==> config.mk <==
export PLATFORM = sky130hd
export DESIGN_NAME = fifo_ctrl
export DESIGN_NICKNAME = d
export VERILOG_FILES = /design/src/rtl/fifo_ctrl.sv
export SDC_FILE = /design/constraint.sdc
export NUM_CORES = 1
export LEC_CHECK = 0
export BUFFER_PORTS_ARGS = -buffer_cell sky130_fd_sc_hd__buf_2
export CAP_MARGIN = 15
export CELL_PAD_IN_SITES_DETAIL_PLACEMENT = 1
export CELL_PAD_IN_SITES_GLOBAL_PLACEMENT = 1
export CORE_ASPECT_RATIO = 0.8
export CORE_MARGIN = 4
export CORE_UTILIZATION = 33
export CTS_BUF_LIST = sky130_fd_sc_hd__clkbuf_16
export CTS_CLUSTER_DIAMETER = 80
export CTS_CLUSTER_SIZE = 24
export DETAILED_ROUTE_END_ITERATION = 10
export PLACE_DENSITY_LB_ADDON = 0.1
export SETUP_SLACK_MARGIN = 0.15
export SLEW_MARGIN = 20
export SYNTH_ARGS = -nofsm -noshare
export SYNTH_HDL_FRONTEND = slang
export SYNTH_SLANG_ARGS = --single-unit
==> constraint.sdc <==
create_clock -name clk -period 6.2 [get_ports clk]
set_input_delay 1.55 -clock clk [delete_from_list [all_inputs] [get_ports clk]]
set_output_delay 1.55 -clock clk [all_outputs]
set_load 0.05 [all_outputs]
==> src/rtl/fifo_ctrl.sv <==
// Synchronous FIFO controller in front of a simple dual-port RAM with a 1-cycle registered read.
// Latency: a pushed word is poppable next cycle; popped data and pop_valid appear 1 cycle after the pop.
// Backpressure: push is dropped while full and pop is ignored while empty. The optional sticky
// overflow/underflow flags are compiled in with FIFO_ERR_EN.
module fifo_ctrl #(
    parameter int AWIDTH = 4,
    parameter int DWIDTH = 8
) (
    input  logic              clk,
    input  logic              rst,
    input  logic              push,
    input  logic [DWIDTH-1:0] push_data,
    output logic              full,
    input  logic              pop,
    output logic [DWIDTH-1:0] pop_data,
    output logic              pop_valid,
    output logic              empty,
    output logic [AWIDTH:0]   count,
    output logic              ram_we,
    output logic [AWIDTH-1:0] ram_waddr,
    output logic [DWIDTH-1:0] ram_wdata,
    output logic              ram_re,
    output logic [AWIDTH-1:0] ram_raddr,
    input  logic [DWIDTH-1:0] ram_rdata
`ifdef FIFO_ERR_EN
    ,
    output logic              overflow,
    output logic              underflow
`endif
);

    // Occupancy value that means "every RAM slot holds a live entry".
    localparam logic [AWIDTH:0]   DEPTH   = {1'b1, {AWIDTH{1'b0}}};
    localparam logic [AWIDTH:0]   CNT_ONE = {{AWIDTH{1'b0}}, 1'b1};
    localparam logic [AWIDTH-1:0] PTR_ONE = {{(AWIDTH-1){1'b0}}, 1'b1};

    logic [AWIDTH-1:0] wptr_q, wptr_d;
    logic [AWIDTH-1:0] rptr_q, rptr_d;
    logic [AWIDTH:0]   count_q, count_d;
    logic              pop_valid_q, pop_valid_d;
    logic              wr_ok, rd_ok;

`ifdef FIFO_ERR_EN
    logic overflow_q, overflow_d;
    logic underflow_q, underflow_d;
`endif

    // Status flags come only from registered occupancy, so there is no path from push/pop to them.
    always_comb begin
        full  = (count_q == DEPTH);
        empty = (count_q == '0);
        count = count_q;
    end

    // Accept decode and RAM strobes. Strobes are held low while in reset so no stray RAM access occurs.
    always_comb begin
        wr_ok     = push & ~full;
        rd_ok     = pop & ~empty;
        ram_we    = wr_ok & ~rst;
        ram_waddr = wptr_q;
        ram_wdata = push_data;
        ram_re    = rd_ok & ~rst;
        ram_raddr = rptr_q;
        pop_data  = ram_rdata;
        pop_valid = pop_valid_q;
    end

    // Next-state: pointers wrap naturally at AWIDTH bits. Occupancy moves only when exactly one side is accepted.
    always_comb begin
        wptr_d      = wptr_q;
        rptr_d      = rptr_q;
        count_d     = count_q;
        pop_valid_d = rd_ok;
        if (wr_ok) begin
            wptr_d = wptr_q + PTR_ONE;
        end
        if (rd_ok) begin
            rptr_d = rptr_q + PTR_ONE;
        end
        case ({wr_ok, rd_ok})
            2'b10:   count_d = count_q + CNT_ONE;
            2'b01:   count_d = count_q - CNT_ONE;
            default: count_d = count_q;
        endcase
    end

    // Control state registers with asynchronous clear.
    always_ff @(posedge clk or posedge rst) begin
        if (rst) begin
            wptr_q      <= '0;
            rptr_q      <= '0;
            count_q     <= '0;
            pop_valid_q <= 1'b0;
        end else begin
            wptr_q      <= wptr_d;
            rptr_q      <= rptr_d;
            count_q     <= count_d;
            pop_valid_q <= pop_valid_d;
        end
    end

`ifdef FIFO_ERR_EN
    // Sticky error flags: any illegal request latches until reset.
    always_comb begin
        overflow_d  = overflow_q | (push & full);
        underflow_d = underflow_q | (pop & empty);
        overflow    = overflow_q;
        underflow   = underflow_q;
    end

    // Error flag registers.
    always_ff @(posedge clk or posedge rst) begin
        if (rst) begin
            overflow_q  <= 1'b0;
            underflow_q <= 1'b0;
        end else begin
            overflow_q  <= overflow_d;
            underflow_q <= underflow_d;
        end
    end
`endif

endmodule

Word-level counts from Yosys, hierarchy flattened
Index checks and enable logic that the tools add are counted.
{"block": "classes", "n_addsub": 4, "muxes": 1, "n_reduce_logical": 2, "n_eq_ne": 3, "bitwise": 7}
{"op": "$pmux W5 S2", "count": 1}
{"op": "$add A4 B1 Y4 const B", "count": 2}
{"op": "$add A5 B1 Y5 const B", "count": 1}
{"op": "$eq A5 B5 Y1 const B", "count": 1}
{"op": "$logic_not A5 Y1", "count": 1}
{"op": "$sub A5 B1 Y5 const B", "count": 1}
{"op": "$and A1 B1 Y1", "count": 4}
{"op": "$not A1 Y1", "count": 3}
{"op": "$eq A2 B1 Y1 const B", "count": 1}
{"op": "$eq A2 B2 Y1 const B", "count": 1}
{"op": "$reduce_bool A2 Y1", "count": 1}
{"block": "word_totals", "reg_bits": 14, "input_bits": 20, "word_cells": 21}

Logic depth before layout (Yosys ltp)
Gate-level depths: netlist (run 1).
{"block": "depth", "ltp_word": 5, "mapped_depth": 8}

Worst setup path after synthesis (run 1)
Ideal clock, no wire load.
{"block": "synth_timing", "path_kind": "input port to output port", "startpoint": "in pop", "endpoint": "out ram_re", "required_time_ns": 4.650, "stages": 2, "path_slack_ns": 2.386, "arrival_ns": 2.264, "n_path_buf": 0, "cell_sequence": "o21ai_4 nor2_1"}
{"block": "synth_via", "elab_chain_cells": 2}
{"item": "start: declaration", "line_no": "14", "rtl": "input logic pop,"}
{"item": "$and A1 B1 Y1", "line_no": "58", "rtl": "rd_ok = pop & ~empty;"}
{"item": "$and A1 B1 Y1", "line_no": "62", "rtl": "ram_re = rd_ok & ~rst;"}
{"item": "end: declaration", "line_no": "22", "rtl": "output logic ram_re,"}
Every way passes these cells.

Worst setup path after layout (run 1)
Ends and elaborated chain as after synthesis.

==> results of run 1 <==
## routing by layer
| metal | routed length, microns | track usage | up-vias |
|---|---|---|---|
| li1 | - | - | 318 |
| met1 | 957 | 0.167 | 332 |
| met2 | 921 | 0.147 | 20 |
| met3 | 104 | 0.0303 | 12 |
| met4 | 59 | 0.0607 | 0 |
| met5 | 0 | 0 | - |
## flip-flops by register name, indices dropped and copies added (netlist names)
signal,count
count,5
pop_valid,1
ram_raddr,4
ram_waddr,4
## cell type report
class | count | area share
inverters | 5 | 0.0179
multi-input cells | 54 | 0.426
repair buffers | 21 | 0.100
flip-flops and latches | 14 | 0.335
well taps | 38 | 0.0455
clock inverters | 1 | 0.00359
clock buffers | 3 | 0.0718
## power by group
| group | internal (mW) | switching (mW) |
|---|---|---|
| Clock | 0.0854 | 0.0386 |
| Sequential | 0.138 | 0.0613 |
| Combinational | 0.126 | 0.287 |
## worst max-delay path: stages
cell	delay, ps
buf_2	130
o21ai_4	80
nor2_1	90
buf_2	260
## path summary, 6_finish.rpt
path	start	end
worst max-delay path	pop	ram_re
max in group asynchronous	rst	ram_waddr[2]$_DFFE_PP0P_
min in group asynchronous	rst	ram_raddr[2]$_DFFE_PP0P_
worst min register to register	ram_waddr[3]$_DFFE_PP0P_	ram_waddr[3]$_DFFE_PP0P_
worst max register to register	count[0]$_DFFE_PP0P_	count[4]$_DFFE_PP0P_
worst min-delay path	ram_waddr[3]$_DFFE_PP0P_	ram_waddr[3]$_DFFE_PP0P_
## placed cells by master (no fill, tap or decap), types with 3 or more instances in the layout
cell type   n
buf_2      21
dfrtp_1    14
a21oi_1     7
nor2_1      6
ha_1        6
xnor2_1     5
inv_1       5
nand4_1     3
xor2_1      3
o211ai_1    3
nor3b_1     3
clkbuf_16   3
## logic make-up (layout without fill, tap and decap cells)
logic type      count (synthesis)  after routing
flops                          14             14
mux                             4              4
compound gates                 15             15
fa+ha+maj                       7              7
simple gates                   20             20
buf+inv                        23             30
xor+xnor                        8              8
## through the flow
step,hold slack (ps),setup slack [ps],cells,area (sq um)
after floorplan,779,2390,91,942
after global placement,452,2530,132,967
after detailed placement,458,2530,132,967
after CTS,467,2530,136,1050
after global routing,485,2480,136,1050
final,459,2530,136,1050
==> run_results.csv, run 1 <==
group,metric,value,unit
cells_and_area,multi_input_area,445,sq um
die,die_w,67.7,microns
logic_synthesis,syn-cell-area,942,sq um
setup_path,worstSetupStartpointType,"primary input",
die,core_area,2740,sq um
detailed_routing,drc,0,
run,maxCapViolCount,0,
timing,finalCritPeriodShare,0.592,
detailed_routing,wl,2.04,mm
logic_synthesis,synth.avg_cell_area,10.4,sq um
timing,setup_viol,0,
pwr,p_per_area,704,nW/um^2
logic_synthesis,synth_fa_ha_area_frac,0.101,
detailed_routing,avgViaCountPerCell,5.01,
timing,fmax,0.272,GHz
setup_path,critical_path_class,"in -> out",
timing,tightestPinTransition,583,ps
cts,root_buffer,"clkbuf_16",
timing,tns,0,ps
logic_synthesis,yosysTopAreaCellShare,0.372,
cells_and_area,drive_above_1_share,0.316,
grt,grt_max_degree,15,
logic_synthesis,synth_cells,91,
cells_and_area,syn_to_final_growth,11.0,%
logic_synthesis,synth_seq_area_share,0.372,
setup_path,endpoint_kind,"output port",
setup_path,worstPathRequired,4650,ps
timing,maxSlewViolCount,0,
logic_synthesis,synth_xor_area_frac,0.0744,
logic_synthesis,synthTopCellsByCount,"buf_4 (16), dfrtp_1 (14), a21oi_1 (7)",
cts,cts_buffers,3,
logic_synthesis,synth_top_area_cell,"dfrtp_1",
logic_synthesis,synth-simple-area-share,0.124,
cts,cts_resized,0,
grt,antenna_found_initial,0,
logic_synthesis,synth_compound_area_frac,0.122,
logic_synthesis,synth-edff-count,0,
die,fp.dieH,55.8,microns
pwr,p_total,0.736,mW
grt,track_usage,0.114,
detailed_routing,drt_iter0_markers,23,
cts,clk_latency,240,ps
die,io_pins,54,
logic_synthesis,synth.distinct_cells,27,
timing,hold_viol,0,
logic_synthesis,ys_ff_latch,14,
cts,h-tree-depth,1,
hold_path,min_path_cells,1,
cts,path_clk_slew,50,ps
setup_path,crit_arrival,2120,ps
die,start_util,0.343,
pwr,leakage,0.478,nW
run_status,status,"finished, final reports clean",
detailed_routing,drtAntennaViolNets,0,
setup_path,worstPathMaxFanout,4,
cells_and_area,num-fill-cells,315,
placement,io_buffers,21,
placement,gp_congestion,0.691,
cts,cts.sinks,14,
logic_synthesis,synth_top_family_by_area,"buffers and inverters",
cells_and_area,final_nets,126,
setup_path,rr_worst_depth,8,
grt,grt_pass1_vias,624,
timing,rsz0062_at_grt,"false",
cts,cts_hold_buf,0,
placement,dp.final_hpwl,1.54,mm
grt,grt_first_pass_wirelength,3.24,mm
logic_synthesis,synthTopCellsByArea,"dfrtp_1 (37%), buf_4 (13%), ha_1 (8.0%)",
setup_path,reg2reg_slack,3060,ps
detailed_routing,avgRoutedWirePerCell,15.0,microns
die,rows,17,
logic_synthesis,post_synth_mux_area_share,0.0518,
cells_and_area,n_antenna_cell,0,
cts,post_cts_buffers,0,
logic_synthesis,syn_nets,118,
logic_synthesis,yosysMostFrequentCell,"buf_4",
cts,cts_tree,"built",
hold_path,hold_class,"reg -> reg",
logic_synthesis,synth-warning-count,0,
grt,grt_remaining_overflow,0,
timing,period_minus_slack,3670,ps
detailed_routing,firstDrtPassIters,3,
cells_and_area,seq_area,350,sq um
pwr,peakVddDrop,0.000226,V
logic_synthesis,async_flop_share,1.00,
detailed_routing,vias,682,
logic_synthesis,synth-main-ff-cell,"dfrtp_1",
cts,clock_path_buffers,2,
die,dieArea,3780,sq um
cells_and_area,final_core_util,0.381,
timing,fin_skew,1.83,ps
timing,max-slew-margin-rel,0.608,
Note: power is estimated with default switching activity, not from simulation.
==> run 2, diff against run 1 <==
- CORE_UTILIZATION: 33 -> 28
- clock period: 6.2 -> 3 ns (I/O delays scaled with it)
==> run_results.csv, run 2 (same netlist as run 1, synthesis figures left out) <==
group,metric,value,unit
run_status,status,"finished, final reports clean",
grt,grt_remaining_overflow,0,
pwr,p_total,1.61,mW
placement,place_inst,138,
placement,io_buffers,21,
detailed_routing,drc,0,
pwr,peakVddDrop,0.000284,V
run,maxCapViolCount,0,
timing,period_minus_slack,2720,ps
die,io_pins,54,
detailed_routing,vias,717,
timing,fin_skew,2.34,ps
cells_and_area,layout_commonest_cell,"buf_2",
placement,dp.final_hpwl,1.61,mm
grt,antenna_found_initial,0,
pwr,p_sw,0.816,mW
cts,cts_buffers,3,
setup_path,crit_arrival,2830,ps
cts,root_buffer,"clkbuf_16",
setup_path,worstPathRequired,3110,ps
setup_path,worstSetupStartpoint,"count[1]$_DFFE_PP0P_",
cells_and_area,most-common-layout-cells,"buf_2 (21), dfrtp_1 (11), buf_4 (10)",
cts,cts.sinks,14,
die,rows,18,
timing,setup_viol,0,
detailed_routing,topRoutingLayerUsed,"met4",
cells_and_area,syn_to_final_growth,22.7,%
timing,maxSlewViolCount,0,
detailed_routing,firstDrtPassIters,2,
pwr,leakage,0.522,nW
pwr,p_int,0.795,mW
cells_and_area,n_antenna_cell,0,
grt,grt_max_degree,15,
setup_path,endpoint_kind,"flop",
setup_path,reg2reg_to,"count[4]$_DFFE_PP0P_",
timing,tns,0,ps
timing,fmax,0.368,GHz
cells_and_area,largest_register_ffs,5,
timing,finalCritPeriodShare,0.906,
detailed_routing,wl_met1,930,microns
cts,cts_tree,"built",
timing,hold_ws,458,ps
hold_path,hold_end,"ram_raddr[3]$_DFFE_PP0P_",
detailed_routing,wl_met2,1.13,mm
cts,path_clk_slew,50,ps
cells_and_area,drive_above_1_share,0.444,
pwr,comb_power_share,0.608,
detailed_routing,drtAntennaViolNets,0,
placement,placed_area,1020,sq um
die,fp.dieH,59.9,microns
die,dieArea,4360,sq um
setup_path,critical_path_class,"reg -> reg",
grt,grt_first_pass_wirelength,3.57,mm
die,die_w,72.9,microns
setup_path,r2r-start,"count[1]$_DFFE_PP0P_",
pwr,p_per_area,1390,nW/um^2
cells_and_area,stdcell_count,148,
detailed_routing,drt_iter0_markers,12,
timing,timing.final.ws_setup,283,ps
cells_and_area,final_nets,136,
detailed_routing,wl,2.21,mm
pwr,p_seq_frac,0.238,
timing,rsz0062_at_grt,"false",
die,core_area,3150,sq um
timing,max-slew-margin-rel,0.607,
hold_path,min_path_cells,1,
cts,h-tree-depth,1,
detailed_routing,avgViaCountPerCell,4.84,
grt,grt_pass1_vias,772,
cells_and_area,final_core_util,0.367,
placement,gp_congestion,0.682,
pwr,swShare,0.507,
setup_path,reg2reg_slack,280,ps
detailed_routing,wl_met3,103,microns
cts,cts_hold_buf,0,
cells_and_area,fin_area,1160,sq um
hold_path,hold_class,"reg -> reg",
pwr,pwr-share-clk,0.154,
hold_path,worstHoldStart,"ram_raddr[3]$_DFFE_PP0P_",
placement,dp_slack,178,ps
setup_path,rr_worst_depth,8,
die,start_util,0.299,
grt,track_usage,0.109,
timing,hold_viol,0,
timing,tightestPinTransition,584,ps
setup_path,worstSetupStartpointType,"flop",
cts,clk_latency,240,ps
setup_path,worstPathMaxFanout,8,
detailed_routing,avgRoutedWirePerCell,14.9,microns
cts,clock_path_buffers,2,
-- run 2: cell types whose count changed in the layout (fill, tap and decap cells not counted) --
cell     before  now
dfrtp_2       0    3
inv_1         5    4
buf_4         0   10
dfrtp_1      14   11
a21oi_1       7    6
ha_4          0    2
inv_2         0    1
a21oi_2       0    1
ha_1          6    4
-- run 2: final cells by class --
cell class / count / area [sq um]
Clock buffer: 3 / 75.1
Clock inverter: 1 / 3.75
Fill cell: 378 / 2000
Inverter: 5 / 18.8
Multi-Input combinational cell: 54 / 474
Sequential cell: 14 / 354
Tap cell: 40 / 50.0
Timing Repair Buffer: 31 / 180
-- run 2: metal layers --
| metal | vias up | GRT usage |
|---|---|---|
| met1 | 341 | 0.125 |
| met2 | 24 | 0.184 |
| li1 | 338 | - |
| met3 | 14 | 0.0218 |
| met4 | 0 | 0.0763 |
| met5 | - | 0 |
-- run 2: power groups by stage --
stage | combinational (mW) | sequential (mW) | clock (mW)
global route | 1.06 | 0.400 | 0.272
CTS | 0.953 | 0.382 | 0.258
global placement | 0.952 | 0.381 | 0
floorplan | 0.441 | 0.709 | 0
finish | 0.979 | 0.383 | 0.248
detailed placement | 0.951 | 0.384 | 0
-- run 2: worst max-delay path, stage by stage, from the launching register on --
cell,delay (ps)
dfrtp_2,440
or4_4,580
o21ai_4,210
inv_2,70
ha_4,200
ha_4,240
or4b_2,600
o311ai_0,120
o211ai_1,120
-- run 2: how the worst max path moves through the flow --
stage | end | cells after the start
after floorplan | count[4]$_DFFE_PP0P_ | 8
after global placement | count[4]$_DFFE_PP0P_ | 7
after detailed placement | count[4]$_DFFE_PP0P_ | 7
after CTS | count[4]$_DFFE_PP0P_ | 7
after global routing | count[4]$_DFFE_PP0P_ | 8
final | count[4]$_DFFE_PP0P_ | 8
-- run 2: repair_timing --
item / CTS / global route
endpoints found under the setup margin: 0 / 1
gates resized for setup: 0 / 3
buffers inserted: 0 / 6
